**config.mk**
```make
export PLATFORM = sky130hd
export DESIGN_NAME = huffman_bit_packer
export DESIGN_NICKNAME = d
export VERILOG_FILES = /design/src/rtl/huffman_pkg.sv /design/src/rtl/packer_out_reg.sv /design/src/rtl/huffman_bit_packer.sv
export SDC_FILE = /design/constraint.sdc
export NUM_CORES = 1
export LEC_CHECK = 0
export CORE_MARGIN = 1.5
export CORE_UTILIZATION = 55
export CTS_CLUSTER_DIAMETER = 120
export DETAILED_ROUTE_END_ITERATION = 7
export MAX_ROUTING_LAYER = met4
export PLACE_DENSITY_LB_ADDON = 0.12
export RECOVER_POWER = 25
export SYNTH_ARGS = -nofsm -noshare
export SYNTH_HDL_FRONTEND = slang
export SYNTH_SLANG_ARGS = --single-unit
```
**constraint.sdc**
```tcl
create_clock -name clk -period 4 [get_ports clk]
set_input_delay 0.8 -clock clk [delete_from_list [all_inputs] [get_ports clk]]
set_output_delay 0.8 -clock clk [all_outputs]
set_load 0.01 [all_outputs]
```
**src/rtl/huffman_pkg.sv**
```systemverilog
// huffman_pkg: shared types and width helper for the Huffman bit packer.
//   pk_state_t : packer control states (run, flush, last-word wait, done pulse)
//   width_for  : number of bits needed to hold the value n (minimum 1)
package huffman_pkg;

    typedef enum logic [1:0] {
        PK_RUN,
        PK_FLUSH,
        PK_LAST,
        PK_DONE
    } pk_state_t;

    function automatic int width_for(input int n);
        return (n < 2) ? 1 : $clog2(n + 1);
    endfunction

endpackage

```
**src/rtl/packer_out_reg.sv**
```systemverilog
// packer_out_reg: single-entry output buffer holding word/last/last_bits behind a valid/ready pair.
// Ports:
//   clk, n_rst            clock, asynchronous active-low reset
//   load                  capture load_word/load_last/load_bits; caller guarantees the slot is free
//   load_word/last/bits   next word, final-word flag and final-word bit count
//   word_ready            downstream accepts the held word
//   word_out/valid/last   buffered word, valid flag and final-word flag
//   last_bits             meaningful bits of the final word, 0 for any other word
module packer_out_reg #(
    parameter int WORD_W = 8,
    parameter int BW     = 4
) (
    input  logic              clk,
    input  logic              n_rst,
    input  logic              load,
    input  logic [WORD_W-1:0] load_word,
    input  logic              load_last,
    input  logic [BW-1:0]     load_bits,
    input  logic              word_ready,
    output logic [WORD_W-1:0] word_out,
    output logic              word_valid,
    output logic              word_last,
    output logic [BW-1:0]     last_bits
);

    logic [WORD_W-1:0] r_word;
    logic              r_valid;
    logic              r_last;
    logic [BW-1:0]     r_bits;

    always_ff @(posedge clk or negedge n_rst) begin
        if (!n_rst) begin
            r_word  <= '0;
            r_valid <= 1'b0;
            r_last  <= 1'b0;
            r_bits  <= '0;
        end else if (load) begin
            r_word  <= load_word;
            r_valid <= 1'b1;
            r_last  <= load_last;
            r_bits  <= load_bits;
        end else if (r_valid && word_ready) begin
            // Drop the final-word qualifiers once the word leaves so they never linger.
            r_valid <= 1'b0;
            r_last  <= 1'b0;
            r_bits  <= '0;
        end
    end

    assign word_out   = r_word;
    assign word_valid = r_valid;
    assign word_last  = r_last;
    assign last_bits  = r_bits;

endmodule

```
**src/rtl/huffman_bit_packer.sv**
```systemverilog
// huffman_bit_packer: packs variable-length codewords MSB-first into WORD_W-bit words with
// valid/ready on both sides, end-of-stream flush with zero padding and a final-word bit count.
// Optional feature macro: HUFF_PACK_WORD_COUNT_EN adds word_count[31:0] (output transfers since
// reset, cleared the cycle after the done pulse).
// Ports:
//   clk, n_rst                 clock, asynchronous active-low reset
//   code_in, code_len          right-aligned codeword and its length (clamped to MAX_LEN)
//   code_valid, code_ready     input handshake
//   flush                      end-of-stream pulse, honoured only while running
//   word_out, word_valid       packed word and its valid, held until word_ready
//   word_ready                 downstream accept
//   word_last, last_bits       final-word flag and its meaningful bit count
//   done                       one-cycle pulse once the stream is fully drained
module huffman_bit_packer
    import huffman_pkg::*;
#(
    parameter int WORD_W  = 8,
    parameter int MAX_LEN = 16,
    localparam int LW     = width_for(MAX_LEN),
    localparam int BW     = width_for(WORD_W)
) (
    input  logic               clk,
    input  logic               n_rst,
    input  logic [MAX_LEN-1:0] code_in,
    input  logic [LW-1:0]      code_len,
    input  logic               code_valid,
    output logic               code_ready,
    input  logic               flush,
    output logic [WORD_W-1:0]  word_out,
    output logic               word_valid,
    input  logic               word_ready,
    output logic               word_last,
    output logic [BW-1:0]      last_bits,
`ifdef HUFF_PACK_WORD_COUNT_EN
    output logic [31:0]        word_count,
`endif
    output logic               done
);

    localparam int ACC_W = WORD_W + MAX_LEN;
    localparam int FW    = width_for(ACC_W - 1);
    localparam logic [FW-1:0] WF = FW'(WORD_W);

    pk_state_t         r_state, w_state_n;
    logic [ACC_W-1:0]  r_acc, w_acc_n, w_code;
    logic [FW-1:0]     r_fill, w_fill_n, w_fill_d, w_rem;
    logic [LW-1:0]     w_len;
    logic              r_live;
    logic              w_accept, w_free, w_xfer, w_full;
    logic              w_load, w_ld_last;
    logic [WORD_W-1:0] w_ld_word;
    logic [BW-1:0]     w_ld_bits;

    // r_live keeps code_ready low while reset is asserted and for the first cycle after it.
    assign code_ready = r_live && (r_state == PK_RUN) && (r_fill < WF);
    assign done       = (r_state == PK_DONE);

    assign w_accept = code_valid && code_ready;
    assign w_xfer   = word_valid && word_ready;
    assign w_free   = !word_valid || word_ready;
    assign w_len    = (code_len > LW'(MAX_LEN)) ? LW'(MAX_LEN) : code_len;
    assign w_code   = ACC_W'(code_in) & ~({ACC_W{1'b1}} << w_len);

    // Post-accept view, so a completing code yields its word on the very next cycle.
    assign w_acc_n  = w_accept ? ((r_acc << w_len) | w_code) : r_acc;
    assign w_fill_n = w_accept ? (r_fill + FW'(w_len)) : r_fill;
    assign w_full   = (w_fill_n >= WF);
    assign w_rem    = w_fill_n - WF;

    always_comb begin
        w_state_n = r_state;
        w_fill_d  = w_fill_n;
        w_load    = 1'b0;
        w_ld_last = 1'b0;
        w_ld_bits = '0;
        w_ld_word = WORD_W'(w_acc_n >> w_rem);
        case (r_state)
            PK_RUN: begin
                if (w_full && w_free) begin
                    w_load   = 1'b1;
                    w_fill_d = w_rem;
                end
                if (flush)
                    w_state_n = PK_FLUSH;
            end
            PK_FLUSH: begin
                if (w_full) begin
                    if (w_free) begin
                        w_load   = 1'b1;
                        w_fill_d = w_rem;
                        // A full word that empties the accumulator is the final word.
                        if (w_rem == '0) begin
                            w_ld_last = 1'b1;
                            w_ld_bits = BW'(WORD_W);
                            w_state_n = PK_LAST;
                        end
                    end
                end else if (w_fill_n != '0) begin
                    if (w_free) begin
                        w_load    = 1'b1;
                        w_ld_word = WORD_W'(w_acc_n << (WF - w_fill_n));
                        w_ld_last = 1'b1;
                        w_ld_bits = BW'(w_fill_n);
                        w_fill_d  = '0;
                        w_state_n = PK_LAST;
                    end
                end else if (w_free) begin
                    w_state_n = PK_DONE;
                end
            end
            PK_LAST: begin
                if (w_xfer)
                    w_state_n = PK_DONE;
            end
            PK_DONE: begin
                w_fill_d  = '0;
                w_state_n = PK_RUN;
            end
        endcase
    end

    always_ff @(posedge clk or negedge n_rst) begin
        if (!n_rst) begin
            r_state <= PK_RUN;
            r_acc   <= '0;
            r_fill  <= '0;
            r_live  <= 1'b0;
        end else begin
            r_state <= w_state_n;
            r_acc   <= w_acc_n;
            r_fill  <= w_fill_d;
            r_live  <= 1'b1;
        end
    end

`ifdef HUFF_PACK_WORD_COUNT_EN
    logic [31:0] r_word_count;

    always_ff @(posedge clk or negedge n_rst) begin
        if (!n_rst)
            r_word_count <= '0;
        else if (r_state == PK_DONE)
            r_word_count <= '0;
        else if (w_xfer)
            r_word_count <= r_word_count + 32'd1;
    end

    assign word_count = r_word_count;
`endif

    packer_out_reg #(
        .WORD_W (WORD_W),
        .BW     (BW)
    ) u_out_reg (
        .clk        (clk),
        .n_rst      (n_rst),
        .load       (w_load),
        .load_word  (w_ld_word),
        .load_last  (w_ld_last),
        .load_bits  (w_ld_bits),
        .word_ready (word_ready),
        .word_out   (word_out),
        .word_valid (word_valid),
        .word_last  (word_last),
        .last_bits  (last_bits)
    );

endmodule
```
==> impl_results.md <==
* Status: finished, violations left
* Failing checks: max-capacitance violations, max-slew violations
* Share of layout cells above drive strength 1 at 26.8%
* Data required time of the critical path at 4.21 ns
* Clock Sinks at 46
* Total Routing Usage GR at 41.6%
* Area delta synth->final at 26.5%
* Period utilisation layout at 97.5%
* Top FF cell, synth: dfrtp_1
* Synth Cell Area at 5660 sq um
* Final #Nets at 862
* Synth Area in Compound Gates at 32.6%
* Mux cell area share after synthesis at 13.0%
* Sw Share at 49.1%
* Max_cap viols at 1
* Post-DRT Antenna Nets at 0
* Die height at 104 um
* GPL Wtd Cong at 1.06
* DRC at 0
* Clock slew at reported path FFs at 0.10 ns
* Seq pwr share at 19.2%
* Cells after Synth at 698
* Number of global-route vias before repair at 6,626
* Share of flip-flops with an asynchronous set or reset at 100%
* Most frequent cells in the layout: 131 x buf_4, 63 x nor2_1, 61 x nand2_1
* Endpoints failing setup at 0
* Number of detailed-route iterations in the first pass at 5
* Synth warn at 0
* Core area at 9860 sq um
* Die area at 10,900 sq um
* Syn avg cell area at 8.11 sq um
* Placed cell area at 6960 sq um
* Worst setup SP type: primary input
* Cell count after placement at 947
* Sequential area share after synthesis at 20.3%
* FF+latch count, synth at 46
* Commonest non-fill, non-tap cell in the layout: buf_4
* Number of synthesized flops with an enable pin at 0
* Rows at 36
* Hold Path Class: flop to flop
* Num CTS Buffers at 5
* Die Width at 104 um
* Synth unique cells at 97
* Fin. Hold Viols at 0
* Synth Net Count at 737
* First-pass GRT wire length at 35,000 um
* Endpoint of the worst hold path: u_out_reg.last_bits[3]
* Max Clk Rate at 256 MHz
* Placed wire-length estimate at 16,500 um
* Crit Reg-Reg Startpoint: r_state[0]
* Boundary Pins at 42
* Reg2reg setup slack at 0.48 ns
* Initial antenna violation count at 0
* Post-DR wirelength/cell at 22.7 um
* Worst relative slew slack at -73.6%
* Worst-case reg-to-reg path depth at 13
* Via Count at 6,641
* VDD IR-drop max at 0.558 mV
* LEAKAGE at 3.07 nW
* Post-synthesis simple-gate area fraction at 21.8%
* Synth Area in XOR/XNOR at 1.08%
* WHS Path Cells at 2
* Post-Layout Cell Count at 957
* Arrival @ worst endpoint at 4.11 ns
* Worst-margin pin slew at 2.60 ns
* Clock skew at 0.0148 ns
* CP endpoint kind: flop
* Slew Limit Fails at 47
* Pin count of the biggest net entering global routing at 47
* Global route overflow at 0
* Min-Delay Startpoint: u_out_reg.last_bits[3]
* Largest family of logic cells by synthesized area: compound AO/OA/AOI/OAI gates
* Pre-CTS WS at -0.311 ns
* Clock root buffer: clkbuf_8
* Tot Pwr at 5.09 mW
* Bufs on Longest Clock Path at 2
* CTS tree: built
* Sw power at 2.50 mW
* Clock group share of total power at 7.2%
* Clock insertion delay at the later pin of the skew report at 0.33 ns
* Critical path class: primary input to flop
* R2r endpoint: u_out_reg.word_out[7]
* Post-Route WL at 21,700 um
* PnR worst setup slack at 0.0995 ns
* Design area at 7160 sq um
* Initial Util at 57.4%
* Ant diodes at 0
* Port bufs at 41
* Post-synthesis adder-cell area fraction at 3.01%
* Combinational power share at 73.6%
* Internal power at 2.59 mW
* PD cells at 711 nW/um^2
* Cts hold-fix bufs at 0
* H-tree depth at 2
* Worst-path maximum fanout at 3
* Vias/cell at 6.94
* Worst hold slack at 0.522 ns
* 1st-iter DRT viols at 685
* Tmin final at 3.90 ns
## final cells by class
type / count / area (sq um)
multi-input cells: 571 / 4170
flip-flops and latches: 46 / 1150
repair buffers: 177 / 1480
fillers: 734 / 2710
clock inverters: 2 / 37.5
clock buffers: 6 / 72.6
inverters: 22 / 82.6
well taps: 133 / 166
## kinds of logic after synthesis
| group | count (synthesis) |
|---|---|
| other cells | 1 |
| flops | 46 |
| simple gates | 245 |
| xor+xnor | 7 |
| buf+inv | 81 |
| compound gates | 246 |
| fa+ha+maj | 13 |
| mux | 59 |
## critical path, cell delays in order
cell	delay [ns]
clkdlybuf4s50_1	0.49
nand2b_4	0.14
inv_1	0.07
ha_2	0.20
fa_2	0.39
a21o_1	0.17
a21oi_2	0.17
xnor2_2	0.10
o22a_2	0.25
o41ai_4	0.35
o211ai_1	0.30
a2111oi_0	0.40
o311a_1	0.24
a211oi_1	0.05
## registers in the layout, summed over array words and instances, names as in the netlist
register and flops:
r_state 2, u_out_reg.word_out 8, u_out_reg.last_bits 4, r_live 1, u_out_reg.word_last 1, r_acc 24, r_fill 5, u_out_reg.word_valid 1
## how the worst max path moves through the flow
stage                            endpoint        start  slack, ns  cells past startpoint
floorplan           u_out_reg.word_out[5]  code_len[4]     -0.002                     18
global placement    u_out_reg.word_out[3]  code_len[4]      -0.25                     14
detailed placement  u_out_reg.word_out[0]  code_len[4]      -0.31                     18
CTS                 u_out_reg.word_out[3]  code_len[4]       0.04                     14
global route        u_out_reg.word_out[0]  code_len[4]      -0.02                     16
finish              u_out_reg.word_out[3]  code_len[4]        0.1                     14
## Yosys cell counts, types with 12 or more instances
library cell | n | area share (%)
ha_1 | 12 | 2.7
a211oi_1 | 13 | 1.7
buf_2 | 24 | 2.1
a21oi_1 | 47 | 4.2
clkbuf_1 | 15 | 0.99
mux2i_1 | 41 | 7.3
nand3_1 | 25 | 2.2
o21ai_0 | 31 | 2.7
inv_1 | 15 | 0.99
nand2_1 | 61 | 4.0
nor3_1 | 21 | 1.9
dfrtp_1 | 46 | 20
nor2_1 | 65 | 4.3
a21o_1 | 14 | 1.9
## stage by stage
| step | utilization (%) | setup TNS, ns |
|---|---|---|
| 2_1_floorplan | - | -0.00221 |
| 3_3_place_gp | 70.6 | -1.66 |
| 3_5_place_dp | 70.6 | -2.93 |
| 4_1_cts | 72.0 | 0 |
| 5_1_grt | 72.6 | -0.0325 |
| 6_report | 72.6 | 0 |
## what timing repair did
action | in CTS | in global routing
resized for setup | 2 | 12
endpoints found under the setup margin | 3 | 17
pin swaps | 2 | 3
buffers inserted | 2 | 0
## power groups by stage
| stage | clock (mW) | combinational, mW | sequential [mW] |
|---|---|---|---|
| after floorplan | 0 | 2.20 | 0.836 |
| after global placement | 0 | 3.47 | 0.955 |
| after detailed placement | 0 | 3.55 | 0.966 |
| after CTS | 0.367 | 3.59 | 0.957 |
| after global routing | 0.389 | 3.99 | 0.991 |
| final | 0.366 | 3.74 | 0.979 |
## per-layer routing
layer,vias up,global-route usage [%],part of all wire [%]
met1,3145,49.6,37
met4,0,24.8,6.9
met2,458,67.7,47
li1,2909,-,-
met3,129,4.82,8.8
met5,-,-,0
Power figures use the tool's default switching activity.
